[src/rtl/ex_operand_stage_if.sv]
// ID/EX operand-stage bundle: decoded ID fields, pipeline control, forwarding
// sources and the EX-side outputs that feed the ALU and downstream stages.
interface ex_operand_stage_if #(
  parameter int DW = 32,
  parameter int RW = 5
);
  logic          id_valid;
  logic [RW-1:0] id_rs_addr, id_rt_addr, id_rd_addr;
  logic [DW-1:0] id_rs_data, id_rt_data, id_imm;
  logic [4:0]    id_shamt, id_alu_ctl;
  logic          id_sign, id_src1_shamt, id_src2_imm, id_reg_write, id_mem_read;
  logic          hold, flush;
  logic          exm_reg_write;
  logic [RW-1:0] exm_rd;
  logic [DW-1:0] exm_result;
  logic          wb_reg_write;
  logic [RW-1:0] wb_rd;
  logic [DW-1:0] wb_result;
  logic [DW-1:0] alu_in1, alu_in2;
  logic [4:0]    alu_ctl;
  logic          alu_sign;
  logic          ex_valid;
  logic [RW-1:0] ex_rd;
  logic          ex_reg_write, ex_mem_read;
  logic [DW-1:0] ex_store_data;
  logic          load_use_stall;

  modport master (
    output id_valid, id_rs_addr, id_rt_addr, id_rd_addr, id_rs_data, id_rt_data,
           id_imm, id_shamt, id_alu_ctl, id_sign, id_src1_shamt, id_src2_imm,
           id_reg_write, id_mem_read, hold, flush,
           exm_reg_write, exm_rd, exm_result, wb_reg_write, wb_rd, wb_result,
    input  alu_in1, alu_in2, alu_ctl, alu_sign, ex_valid, ex_rd, ex_reg_write,
           ex_mem_read, ex_store_data, load_use_stall
  );

  modport slave (
    input  id_valid, id_rs_addr, id_rt_addr, id_rd_addr, id_rs_data, id_rt_data,
           id_imm, id_shamt, id_alu_ctl, id_sign, id_src1_shamt, id_src2_imm,
           id_reg_write, id_mem_read, hold, flush,
           exm_reg_write, exm_rd, exm_result, wb_reg_write, wb_rd, wb_result,
    output alu_in1, alu_in2, alu_ctl, alu_sign, ex_valid, ex_rd, ex_reg_write,
           ex_mem_read, ex_store_data, load_use_stall
  );
endinterface

[src/rtl/ex_operand_stage.sv]
// ID/EX register with load-use bubbling, RAW forwarding and ALU operand select.
// Define EX_FORWARD_EN for EX/MEM + MEM/WB bypass; otherwise hazards are stalled.
module ex_operand_stage #(
  parameter int DW = 32,
  parameter int RW = 5
) (
  input logic               clk,
  input logic               reset,
  ex_operand_stage_if.slave bus
);
  typedef struct packed {
    logic          valid;
    logic [RW-1:0] rs, rt, rd;
    logic [DW-1:0] rs_data, rt_data, imm;
    logic [4:0]    shamt, alu_ctl;
    logic          sign, src1_shamt, src2_imm, reg_write, mem_read;
  } ex_reg_t;

  ex_reg_t       ex_q, ex_d;
  logic [DW-1:0] fwd_rs, fwd_rt;
  logic          stall;

  // Register 0 is hardwired, so it never counts as a producer match.
  function automatic logic hit(input logic we, input logic [RW-1:0] rd,
                               input logic [RW-1:0] a);
    return we && (rd != '0) && (rd == a);
  endfunction

  always_comb begin
    stall = bus.id_valid && ex_q.valid && ex_q.mem_read &&
            (hit(1'b1, ex_q.rd, bus.id_rs_addr) || hit(1'b1, ex_q.rd, bus.id_rt_addr));
`ifndef EX_FORWARD_EN
    // No bypass paths: any in-flight writer of a source has to drain first.
    if (bus.id_valid &&
        (hit(ex_q.valid && ex_q.reg_write, ex_q.rd, bus.id_rs_addr) ||
         hit(ex_q.valid && ex_q.reg_write, ex_q.rd, bus.id_rt_addr) ||
         hit(bus.exm_reg_write, bus.exm_rd, bus.id_rs_addr) ||
         hit(bus.exm_reg_write, bus.exm_rd, bus.id_rt_addr)))
      stall = 1'b1;
`endif
  end

`ifdef EX_FORWARD_EN
  always_comb begin
    fwd_rs = ex_q.rs_data;
    fwd_rt = ex_q.rt_data;
    if (hit(bus.exm_reg_write, bus.exm_rd, ex_q.rs))     fwd_rs = bus.exm_result;
    else if (hit(bus.wb_reg_write, bus.wb_rd, ex_q.rs))  fwd_rs = bus.wb_result;
    if (hit(bus.exm_reg_write, bus.exm_rd, ex_q.rt))     fwd_rt = bus.exm_result;
    else if (hit(bus.wb_reg_write, bus.wb_rd, ex_q.rt))  fwd_rt = bus.wb_result;
  end
`else
  assign fwd_rs = ex_q.rs_data;
  assign fwd_rt = ex_q.rt_data;
  logic unused_fwd;
  assign unused_fwd = ^{bus.exm_result, bus.wb_reg_write, bus.wb_rd, bus.wb_result,
                        ex_q.rs, ex_q.rt};
`endif

  // flush beats hold so a squashed instruction can never be frozen in EX.
  always_comb begin
    ex_d = ex_q;
    if (bus.flush || (!bus.hold && stall)) begin
      ex_d = '0;
    end else if (!bus.hold) begin
      ex_d.valid      = bus.id_valid;
      ex_d.rs         = bus.id_rs_addr;
      ex_d.rt         = bus.id_rt_addr;
      ex_d.rd         = bus.id_rd_addr;
      ex_d.rs_data    = bus.id_rs_data;
      ex_d.rt_data    = bus.id_rt_data;
      ex_d.imm        = bus.id_imm;
      ex_d.shamt      = bus.id_shamt;
      ex_d.alu_ctl    = bus.id_alu_ctl;
      ex_d.sign       = bus.id_sign;
      ex_d.src1_shamt = bus.id_src1_shamt;
      ex_d.src2_imm   = bus.id_src2_imm;
      ex_d.reg_write  = bus.id_reg_write;
      ex_d.mem_read   = bus.id_mem_read;
    end
  end

  always_ff @(posedge clk) begin
    if (reset) ex_q <= '0;
    else       ex_q <= ex_d;
  end

  assign bus.alu_in1        = ex_q.src1_shamt ? {{(DW-5){1'b0}}, ex_q.shamt} : fwd_rs;
  assign bus.alu_in2        = ex_q.src2_imm ? ex_q.imm : fwd_rt;
  assign bus.ex_store_data  = fwd_rt;
  assign bus.alu_ctl        = ex_q.alu_ctl;
  assign bus.alu_sign       = ex_q.sign;
  assign bus.ex_valid       = ex_q.valid;
  assign bus.ex_rd          = ex_q.rd;
  assign bus.ex_reg_write   = ex_q.valid & ex_q.reg_write;
  assign bus.ex_mem_read    = ex_q.valid & ex_q.mem_read;
  assign bus.load_use_stall = stall;
endmodule

[src/flat_wrapper.sv]
// flat-port wrapper written by rule: the top's interface ports become plain ports
module ex_operand_stage_flat 
#(
  parameter int DW = 32,
  parameter int RW = 5
)
  (clk, reset, bus_id_valid, bus_id_rs_addr, bus_id_rt_addr, bus_id_rd_addr, bus_id_rs_data, bus_id_rt_data, bus_id_imm, bus_id_shamt, bus_id_alu_ctl, bus_id_sign, bus_id_src1_shamt, bus_id_src2_imm, bus_id_reg_write, bus_id_mem_read, bus_hold, bus_flush, bus_exm_reg_write, bus_exm_rd, bus_exm_result, bus_wb_reg_write, bus_wb_rd, bus_wb_result, bus_alu_in1, bus_alu_in2, bus_alu_ctl, bus_alu_sign, bus_ex_valid, bus_ex_rd, bus_ex_reg_write, bus_ex_mem_read, bus_ex_store_data, bus_load_use_stall);
  ex_operand_stage_if #(.DW(DW), .RW(RW)) bus_i ();
  input logic clk;
  input logic reset;
  input wire logic [$bits(bus_i.id_valid)-1:0] bus_id_valid;
  input wire logic [$bits(bus_i.id_rs_addr)-1:0] bus_id_rs_addr;
  input wire logic [$bits(bus_i.id_rt_addr)-1:0] bus_id_rt_addr;
  input wire logic [$bits(bus_i.id_rd_addr)-1:0] bus_id_rd_addr;
  input wire logic [$bits(bus_i.id_rs_data)-1:0] bus_id_rs_data;
  input wire logic [$bits(bus_i.id_rt_data)-1:0] bus_id_rt_data;
  input wire logic [$bits(bus_i.id_imm)-1:0] bus_id_imm;
  input wire logic [$bits(bus_i.id_shamt)-1:0] bus_id_shamt;
  input wire logic [$bits(bus_i.id_alu_ctl)-1:0] bus_id_alu_ctl;
  input wire logic [$bits(bus_i.id_sign)-1:0] bus_id_sign;
  input wire logic [$bits(bus_i.id_src1_shamt)-1:0] bus_id_src1_shamt;
  input wire logic [$bits(bus_i.id_src2_imm)-1:0] bus_id_src2_imm;
  input wire logic [$bits(bus_i.id_reg_write)-1:0] bus_id_reg_write;
  input wire logic [$bits(bus_i.id_mem_read)-1:0] bus_id_mem_read;
  input wire logic [$bits(bus_i.hold)-1:0] bus_hold;
  input wire logic [$bits(bus_i.flush)-1:0] bus_flush;
  input wire logic [$bits(bus_i.exm_reg_write)-1:0] bus_exm_reg_write;
  input wire logic [$bits(bus_i.exm_rd)-1:0] bus_exm_rd;
  input wire logic [$bits(bus_i.exm_result)-1:0] bus_exm_result;
  input wire logic [$bits(bus_i.wb_reg_write)-1:0] bus_wb_reg_write;
  input wire logic [$bits(bus_i.wb_rd)-1:0] bus_wb_rd;
  input wire logic [$bits(bus_i.wb_result)-1:0] bus_wb_result;
  output wire logic [$bits(bus_i.alu_in1)-1:0] bus_alu_in1;
  output wire logic [$bits(bus_i.alu_in2)-1:0] bus_alu_in2;
  output wire logic [$bits(bus_i.alu_ctl)-1:0] bus_alu_ctl;
  output wire logic [$bits(bus_i.alu_sign)-1:0] bus_alu_sign;
  output wire logic [$bits(bus_i.ex_valid)-1:0] bus_ex_valid;
  output wire logic [$bits(bus_i.ex_rd)-1:0] bus_ex_rd;
  output wire logic [$bits(bus_i.ex_reg_write)-1:0] bus_ex_reg_write;
  output wire logic [$bits(bus_i.ex_mem_read)-1:0] bus_ex_mem_read;
  output wire logic [$bits(bus_i.ex_store_data)-1:0] bus_ex_store_data;
  output wire logic [$bits(bus_i.load_use_stall)-1:0] bus_load_use_stall;
  assign bus_i.id_valid = bus_id_valid;
  assign bus_i.id_rs_addr = bus_id_rs_addr;
  assign bus_i.id_rt_addr = bus_id_rt_addr;
  assign bus_i.id_rd_addr = bus_id_rd_addr;
  assign bus_i.id_rs_data = bus_id_rs_data;
  assign bus_i.id_rt_data = bus_id_rt_data;
  assign bus_i.id_imm = bus_id_imm;
  assign bus_i.id_shamt = bus_id_shamt;
  assign bus_i.id_alu_ctl = bus_id_alu_ctl;
  assign bus_i.id_sign = bus_id_sign;
  assign bus_i.id_src1_shamt = bus_id_src1_shamt;
  assign bus_i.id_src2_imm = bus_id_src2_imm;
  assign bus_i.id_reg_write = bus_id_reg_write;
  assign bus_i.id_mem_read = bus_id_mem_read;
  assign bus_i.hold = bus_hold;
  assign bus_i.flush = bus_flush;
  assign bus_i.exm_reg_write = bus_exm_reg_write;
  assign bus_i.exm_rd = bus_exm_rd;
  assign bus_i.exm_result = bus_exm_result;
  assign bus_i.wb_reg_write = bus_wb_reg_write;
  assign bus_i.wb_rd = bus_wb_rd;
  assign bus_i.wb_result = bus_wb_result;
  assign bus_alu_in1 = bus_i.alu_in1;
  assign bus_alu_in2 = bus_i.alu_in2;
  assign bus_alu_ctl = bus_i.alu_ctl;
  assign bus_alu_sign = bus_i.alu_sign;
  assign bus_ex_valid = bus_i.ex_valid;
  assign bus_ex_rd = bus_i.ex_rd;
  assign bus_ex_reg_write = bus_i.ex_reg_write;
  assign bus_ex_mem_read = bus_i.ex_mem_read;
  assign bus_ex_store_data = bus_i.ex_store_data;
  assign bus_load_use_stall = bus_i.load_use_stall;
  ex_operand_stage #(.DW(DW), .RW(RW)) u_core (.clk(clk), .reset(reset), .bus(bus_i));
endmodule
[config.mk]
export PLATFORM = sky130hd
export DESIGN_NAME = ex_operand_stage_flat
export DESIGN_NICKNAME = d
export VERILOG_FILES = /design/src/rtl/ex_operand_stage_if.sv /design/src/rtl/ex_operand_stage.sv /design/src/flat_wrapper.sv
export SDC_FILE = /design/constraint.sdc
export NUM_CORES = 1
export LEC_CHECK = 0
export CORE_ASPECT_RATIO = 0.8
export CORE_MARGIN = 2
export CORE_UTILIZATION = 40
export CTS_CLUSTER_SIZE = 40
export DETAILED_ROUTE_END_ITERATION = 10
export PLACE_DENSITY_LB_ADDON = 0.3
export SLEW_MARGIN = 10
export SYNTH_ARGS = -nofsm -noshare
export SYNTH_HDL_FRONTEND = slang
export SYNTH_SLANG_ARGS = --single-unit
[constraint.sdc]
create_clock -name clk -period 2.1 [get_ports clk]
set_input_delay 0.42 -clock clk [delete_from_list [all_inputs] [get_ports clk]]
set_output_delay 0.42 -clock clk [all_outputs]
set_load 0.1 [all_outputs]
==> results of run 1 <==
registers in the layout (all words and copies together), names as in the netlist:
register                  count
u_core.bus.alu_ctl            5
u_core.bus.ex_rd              5
u_core.ex_q                  41
u_core.bus.ex_valid           1
u_core.fwd_rs                32
u_core.bus.alu_sign           1
u_core.bus.ex_store_data     32
worst max-delay path, delay by kind of cell:
kind | cells | cell delay (ps)
AOI/OAI and AO/OA | 2 | 380
xor gates and xnor gates | 1 | 180
buffers and inverters | 2 | 690
and+or+nand+nor | 2 | 250
metal layers:
metal	track usage, %	wire length [um]	part of all wire (%)
met2	36.37	8536	49
met3	7.194	1200	6.9
met4	9.293	423	2.4
met1	25.31	7320	42
met5	0	0	0
kinds of logic (layout without fill, tap and decap cells):
kind of cell	after synthesis	after routing	share of synthesized area [%]
flops	117	117	39.39
xor+xnor	20	20	2.946
compound gates	122	122	16.92
mux	153	153	26.54
simple gates	45	45	4.419
buf+inv	101	305	9.785
layout by cell type (no fill, tap or decap), types with 2 or more instances in the layout:
cell type and instances:
a211oi_1 97, a211oi_2 19, and2_1 2, buf_12 74, buf_4 58, buf_6 6
bufinv_16 4, clkbuf_1 3, clkbuf_16 18, clkbuf_8 2, clkdlybuf4s50_1 124, clkinv_2 3
dfxtp_1 112, dfxtp_2 5, dlygate4sd2_1 11, mux2_2 37, mux2i_1 116, nor2_1 5
nor2b_1 27, nor3_1 2, nor3_2 2, xor2_1 20
layout make-up:
type / instances / share of cell area [%]
Multi-Input combinational cell: 340 / 32.04
Clock inverter: 9 / 1.573
Tap cell: 184 / 2.392
Sequential cell: 117 / 24.40
Clock buffer: 22 / 4.823
Timing Repair Buffer: 274 / 34.77
how the worst min path moves through the flow:
stage,slack (ps),from,endpoint,cells after the start
floorplan,500,u_core.fwd_rs[10],u_core.fwd_rs[10],2
global placement,490,u_core.bus.ex_valid,u_core.bus.ex_valid,2
detailed placement,510,u_core.bus.ex_valid,u_core.bus.ex_valid,2
CTS,410,bus_hold,u_core.bus.ex_valid,3
global route,440,bus_hold,u_core.bus.ex_valid,3
finish,410,bus_hold,u_core.bus.ex_valid,3
repair_timing:
item / 4_1_cts / 5_1_grt
hold endpoints to repair: 0 / 0
setup buffers: 2 / 0
resized for setup: 24 / 5
setup endpoints to repair: 68 / 84
gates cloned: 0 / 1
pin swaps: 11 / 4
synth_stat cells:
cell type	instances	area (um^2)
mux2i_1	116	1161
nand2_1	1	3.750
xor2_1	20	175.2
and2_1	3	18.77
nand3_1	1	5.000
nor3_1	4	20.02
or2_2	1	6.260
a211oi_2	19	237.7
dfxtp_1	117	2342
buf_2	12	60.06
nor2_1	5	18.77
nor2b_1	28	175.2
o22ai_1	1	6.260
buf_6	4	45.04
o21ai_0	1	5.000
o221ai_1	1	8.760
mux2_2	37	416.7
or4_1	2	15.01
clkbuf_1	42	157.7
buf_4	42	315.3
a22oi_1	2	15.01
o21ai_1	1	5.000
buf_1	1	3.750
a211oi_1	97	728.2
power by group:
part	internal (uW)	switching (uW)	total, uW
Clock	2040	980	3020
Combinational	645	922	1570
Sequential	2300	47.3	2350
Total	4980	1950	6930
per-stage QoR:
step / total power [uW] / instance area (um^2) / std cells / worst slack, ps / hold slack [ps]
global route: 7170 / 9625 / 946 / -318.3 / 440.1
floorplan: 3346 / 5948 / 558 / -218.6 / 504.7
detailed placement: 3950 / 8930 / 913 / -543.1 / 508.7
global placement: 3922 / 8930 / 913 / -530.8 / 490.2
finish: 6928 / 9625 / 946 / -245.2 / 408.5
CTS: 6988 / 9587 / 945 / -257.0 / 406.8
==> qor.log, run 1 <==
INFO  grt            grt_overflow=0
INFO  grt            grt.total_usage=21.60%
INFO  synth          synth.avg_cell_area=10.66um^2
INFO  die            io_pins=318
INFO  status         status=finished with violations
INFO  synth          syn-cell-area=5946um^2
INFO  clock_network  clk_path_buf_depth=2
INFO  critical_path  timing.reg2reg.setup_slack=130ps
INFO  critical_path  worstPathCellList=clkdlybuf4s50_1 > xor2_1 > nor2_1 > a22oi_1 > o22ai_4 > and2_4 > buf_12
INFO  critical_path  crit_start=bus_id_rs_addr[3]
INFO  sta            max_freq=0.4264GHz
INFO  grt            grt_pass1_wl=27200um
INFO  die            chipHeight=113.0um
INFO  critical_path  cp.required=1680ps
INFO  clock_network  hold_bufs_at_cts=0
INFO  critical_path  crit_path_start_kind=primary input
INFO  synth          synth_seq_cells=117
INFO  die            fp.dieArea=15860um^2
INFO  synth          syn_nets=765
INFO  power_and_ir_drop power_per_cell_area=719.8nW/um^2
INFO  critical_path  timing.critical_path.fanout_max=2
INFO  grt            grt_start_max_net_pins=64
INFO  sta            finalCritPeriodShare=111.7%
INFO  route          drt_first_pass_iters=4
INFO  power_and_ir_drop max-vdd-ir-drop=0.5170mV
INFO  finish         layout-area-overhead-vs-synth=61.89%
INFO  die            floorplan.initialDensity=41.30%
INFO  critical_path  timing_worst_setup_path_type=primary input to output pin
INFO  route          wl_per_cell=18.48um
INFO  grt            grt_pass1_vias=5106
INFO  route          num_vias=4991
INFO  synth          post_synth_num_cell_types=24
INFO  place          routabilityCongestion=0.7892
INFO  sta            report.final.hold_viol_count=0
INFO  route          postRouteAntennaNets=0
INFO  sta            timing.final.setup_violations=1
INFO  sta            finalSetupTns=-245.2ps
INFO  die            core-area=14400um^2
INFO  clock_network  tritoncts_num_sinks=117
INFO  die            placement_rows=39
INFO  clock_network  tritoncts=built
INFO  critical_path  critical_path.reg2reg.endpoint=u_core.fwd_rs[9]
INFO  route          dr.first_iter.drc_count=183
INFO  sta            rsz_0062_raised_after_global_routing=yes
INFO  die            chipWidth=140.3um
INFO  grt            grt_antenna_before_repair=0
INFO  place          place.port_buffers=247
INFO  route          detail_route.wirelength=17480um
INFO  sta            period_needed=2345ps
INFO  clock_network  clkLatencyLatePin=410ps
INFO  critical_path  timing.critical_path.slowest_cell_delay=530ps
INFO  route          drc=0
INFO  critical_path  r2r.worst_path.cells=6
INFO  finish         fin_util=66.87%
INFO  finish         sequential_cell_area=2349um^2
INFO  critical_path  worst_path_max_delay_cell=clkdlybuf4s50_1
INFO  clock_network  clock-root-buffer=clkbuf_16
INFO  hold_path      hold_class=primary input to flop
INFO  finish         fillers=1093
INFO  clock_network  tritoncts_buffers=17
INFO  status         failed_checks=negative setup slack
INFO  place          dp_hpwl=12280um
INFO  critical_path  timing.critical_path.to=bus_load_use_stall
INFO  sta            clock_skew=6.932ps
INFO  critical_path  r2r-start=u_core.bus.ex_rd[0]
INFO  sta            relSlewSlack=57.42%
INFO  sta            slew_viol_final=0
INFO  sta            timing.final.ws_setup=-245.2ps
INFO  flow_run       drv_cap=0
INFO  sta            max_slew.worst_pin.slew=638.7ps
INFO  route          routed_via_density=5.276
INFO  finish         multi_input_area=3084um^2
INFO  critical_path  critical_path.endpoint_type=output pin
INFO  finish         layout-drive-gt1-share=31.23%
INFO  power_and_ir_drop p_leak=0.003964uW
INFO  finish         antennaDiodeCount=0
INFO  synth          post_synthesis_cells=558
INFO  finish         nets=957
INFO  synth          sequential_area_share_after_synthesis=39.39%
INFO  synth          ys_warn_count=0
INFO  clock_network  clk_pin_slew_worst_paths=50ps
INFO  clock_network  htree_levels=4
INFO  critical_path  cp_data_arrival_time=1930ps
Power figures use the tool's default switching activity.
==> run 2: changes to the inputs <==
--- a/config.mk
+++ b/config.mk
@@ -10,6 +10,7 @@
 export CORE_UTILIZATION = 40
 export CTS_CLUSTER_SIZE = 40
 export DETAILED_ROUTE_END_ITERATION = 10
+export GPL_ROUTABILITY_DRIVEN = 0
 export PLACE_DENSITY_LB_ADDON = 0.3
 export SLEW_MARGIN = 10
 export SYNTH_ARGS = -nofsm -noshare
==> results of run 2 <==
The final DEF is identical to that of run 1; final timing and power are the same.
==> variant 1 (settings of run 2) <==
Add a define of `EX_FORWARD_EN`.
--- a/src/rtl/ex_operand_stage.sv
+++ b/src/rtl/ex_operand_stage.sv
@@ -1,5 +1,7 @@
 // ID/EX register with load-use bubbling, RAW forwarding and ALU operand select.
 // Define EX_FORWARD_EN for EX/MEM + MEM/WB bypass; otherwise hazards are stalled.
+`define EX_FORWARD_EN
+
 module ex_operand_stage #(
   parameter int DW = 32,
   parameter int RW = 5
Function: changed (Yosys sat finds a counterexample within 4 cycles, from zero or initial values).
==> variant 1 against run 2 <==
- the run now fails in clock tree synthesis
- synthesized area grew 4.9%
- synthesized cell count grew 30%
==> variant 1: results (changes against run 2) <==
stage,metric,value,unit,change
status,status,stopped before the end,,"was finished, violations left"
synthesis,yosys warns,0,,unchanged
clocking,Max H-tree Level,4,,unchanged
placement,IO buf count,317,,was 247
synthesis,Netlist cell types,31,,was 24
synthesis,sequential fraction of the synthesis area,40.78,%,was 39.39%
placement,Post-Place Worst Slack,-1.249,ns,was -0.5431 ns
synthesis,Synth async-reset ratio,0,%,unchanged
status,Error,"[ERROR DPL-0038] Utilization greater than 100%, impossible to legalize",,
synthesis,syn nets,932,,was 765
clocking,Longest Clk Path Bufs,2,,unchanged
clocking,total setup buffers inserted after CTS,78,,was 2
clocking,CTS root buf,clkbuf_16,,unchanged
clocking,Sink Count,127,,was 117
synthesis,"top cells by area, synth","dfxtp_1, a22o_1, nor2_1",,"was dfxtp_1, mux2i_1, a211oi_1"
synthesis,predominant post-synthesis flop cell,dfxtp_1,,unchanged
synthesis,Post-synth top cells,"a22o_1, dfxtp_1, nor2_1, nand2_1, clkbuf_1",,"was dfxtp_1, mux2i_1, a211oi_1, buf_4, clkbuf_1"
status,Failed at,clock tree synthesis,,
placement,Post-DP HPWL,24.84,mm,was 12.28 mm
clocking,Resize count post-CTS,237,,was 24
clocking,Num CTS Buffers,17,,unchanged
-- variant 1: metrics by stage --
stage               cells  utilization, %  hold slack, ns  setup TNS, ns  cell area, um2
floorplan             725               -          0.4347         -79.22            8137
global placement     1311           88.49          0.4550        -128.86           13370
detailed placement   1311           88.49          0.4582        -144.94           13370
-- variant 1: kinds of logic after synthesis --
family,count (synthesis),share of synthesized area [%]
compound gates,235,32.29
buf+inv,82,5.679
xor+xnor,29,4.074
simple gates,252,17.18
flops,127,40.78
==> variant 2 (flow settings as in run 2) <==
Made on the original files. Make the reset (`reset`) asynchronous in one clocked block.
--- a/src/rtl/ex_operand_stage.sv
+++ b/src/rtl/ex_operand_stage.sv
@@ -80,7 +80,7 @@
     end
   end
 
-  always_ff @(posedge clk) begin
+  always_ff @(posedge clk or posedge reset) begin
     if (reset) ex_q <= '0;
     else       ex_q <= ex_d;
   end
Behaviour: differs if reset is asserted again (counterexample within 4 cycles, from zero or initial values and one cycle with reset high); with reset held inactive, the same outputs for 10 cycles.
==> variant 2 against run 2 <==
- the flow still finishes with violations (negative setup slack)
- synthesized area rose by 0.44%
- synthesized cell count up 1.8%
- total power up 14%
- non-clock buffer count did not move
- core utilization fell by 0.28 points
- design area barely moved
- routed wire length up 6.4%
- maximum frequency is 8.0% higher
- worst setup slack improved by 0.17 ns
- sequential cell count unchanged
==> variant 2: results (changes against run 2) <==
stage,metric,value,unit,change
status,status,"finished, violations left",,unchanged
status,failing checks,negative setup slack,,unchanged
grt,grt met3 use,7.744,%,was 7.194%
setup_path,Top delay family on crit path,flip-flops,,was buffers and inverters
timing,final setup vio count,1,,unchanged
placement,Placed Instances,924,,was 913
placement,Post-DP HPWL,12.95,mm,was 12.28 mm
synthesis,xor-xnor portion of the synthesized cell area,2.933,%,was 2.946%
grt,total track usage,23.39,%,was 21.60%
grt,first-pass GRT wire length,29.21,mm,was 27.20 mm
timing,skew final,0.008061,ns,was 0.006932 ns
synthesis,Mapped Cells,568,,was 558
setup_path,CP peak stage delay,0.43,ns,was 0.53 ns
hold_path,Hold Crit Class,input pin to asynchronous set/reset pin,,was input pin to flop
synthesis,sequential fraction of the synthesis area,49.03,%,was 39.39%
timing,setup ws final,-0.07190,ns,was -0.2452 ns
pwr,VDD IR max,0.5915,mV,was 0.5170 mV
route,routed len/inst,19.31,um,was 18.48 um
synthesis,Netlist cell types,25,,was 24
timing,Setup TNS,-0.07190,ns,was -0.2452 ns
cells_and_area,Final nets,973,,was 957
setup_path,crit-path max FO,4,,was 2
setup_path,Worst Path Arrival,1.75,ns,was 1.93 ns
grt,grt met1 use,28.24,%,was 25.31%
route,Iter 0 DRT Violations,339,,was 183
synthesis,Synth async-reset ratio,100.0,%,was 0%
[variant 2: cell types whose count changed after synthesis, moves of 19 or more]
cell,change
xnor2_1,+20
xor2_1,-20
dfxtp_1,-117
o22ai_1,+37
a32o_1,+51
dfrtp_1,+117
nand2_1,+134
o22ai_2,+30
mux2i_1,-116
a211oi_2,-19
a211oi_1,-97
[variant 2: layout make-up]
class	count	area, um2
Clock inverter	12	176.4
Multi-Input combinational cell	354	2550
Sequential cell	117	2935
Clock buffer	20	456.7
Fill cell	1075	4826
Tap cell	184	230.2
Timing Repair Buffer	274	3258
Inverter	2	11.26
[variant 2: cells by family after synthesis]
group	Yosys count
DFF	117
AOI/OAI and AO/OA	123
muxes	37
buffers and inverters	97
and+or+nand+nor	174
xor gates and xnor gates	20
[variant 2: repair_timing]
item | CTS | global route
setup buffers | 7 | 0
resized for setup | 33 | 2
setup endpoints to repair | 1 | 8
pin swaps | 11 | 1
gates cloned | 0 | 0
endpoints found under the hold margin | 0 | 0
[variant 2: final timing paths]
check,startpoint,to,slack [ns]
max,u_core.bus.ex_rd[2]$_DFFE_PP0P_,bus_load_use_stall,-0.07
min,reset,u_core.ex_q[31]$_DFFE_PP0P_,0.46
max reg2reg,u_core.bus.ex_rd[2]$_DFFE_PP0P_,u_core.bus.ex_store_data[27]$_DFFE_PP0P_,0.19
min reg2reg,u_core.ex_q[25]$_DFFE_PP0P_,u_core.ex_q[25]$_DFFE_PP0P_,0.49
max in group asynchronous,reset,u_core.fwd_rs[13]$_DFFE_PP0P_,1.30
min in group clk,u_core.ex_q[25]$_DFFE_PP0P_,u_core.ex_q[25]$_DFFE_PP0P_,0.49
[variant 2: worst register-to-register path: stages (launching register included)]
cell and delay, ns:
dfrtp_2 0.43, xnor2_1 0.19, nand3_1 0.12, o22ai_2 0.17, a22oi_2 0.12, inv_2 0.14, buf_4 0.15, buf_6 0.30
o22ai_1 0.17
[variant 2: report_power, final]
part | leakage, nW | total (mW) | internal (mW) | switching [mW]
Combinational | 2.29 | 2.34 | 0.853 | 1.49
Clock | 0.306 | 3.10 | 2.05 | 1.05
Sequential | 1.55 | 2.48 | 2.39 | 0.0940
Total | 4.14 | 7.92 | 5.29 | 2.63
[variant 2: routing by layer]
metal | part of all wire (%) | vias up
li1 | - | 2383
met1 | 40 | 2595
met2 | 50 | 246
met3 | 8.7 | 28
met4 | 1.9 | 0
met5 | 0 | -
[variant 2: stage by stage]
stage                     power (mW)  worst slack [ns]  hold WS, ns
after global routing           8.169           -0.1642       0.4879
final                          7.921          -0.07190       0.4609
after CTS                      7.973          -0.04719       0.4614
after floorplan                4.011           -0.3006       0.4582
after detailed placement       4.852           -0.4003       0.4790
after global placement         4.816           -0.3313       0.4674
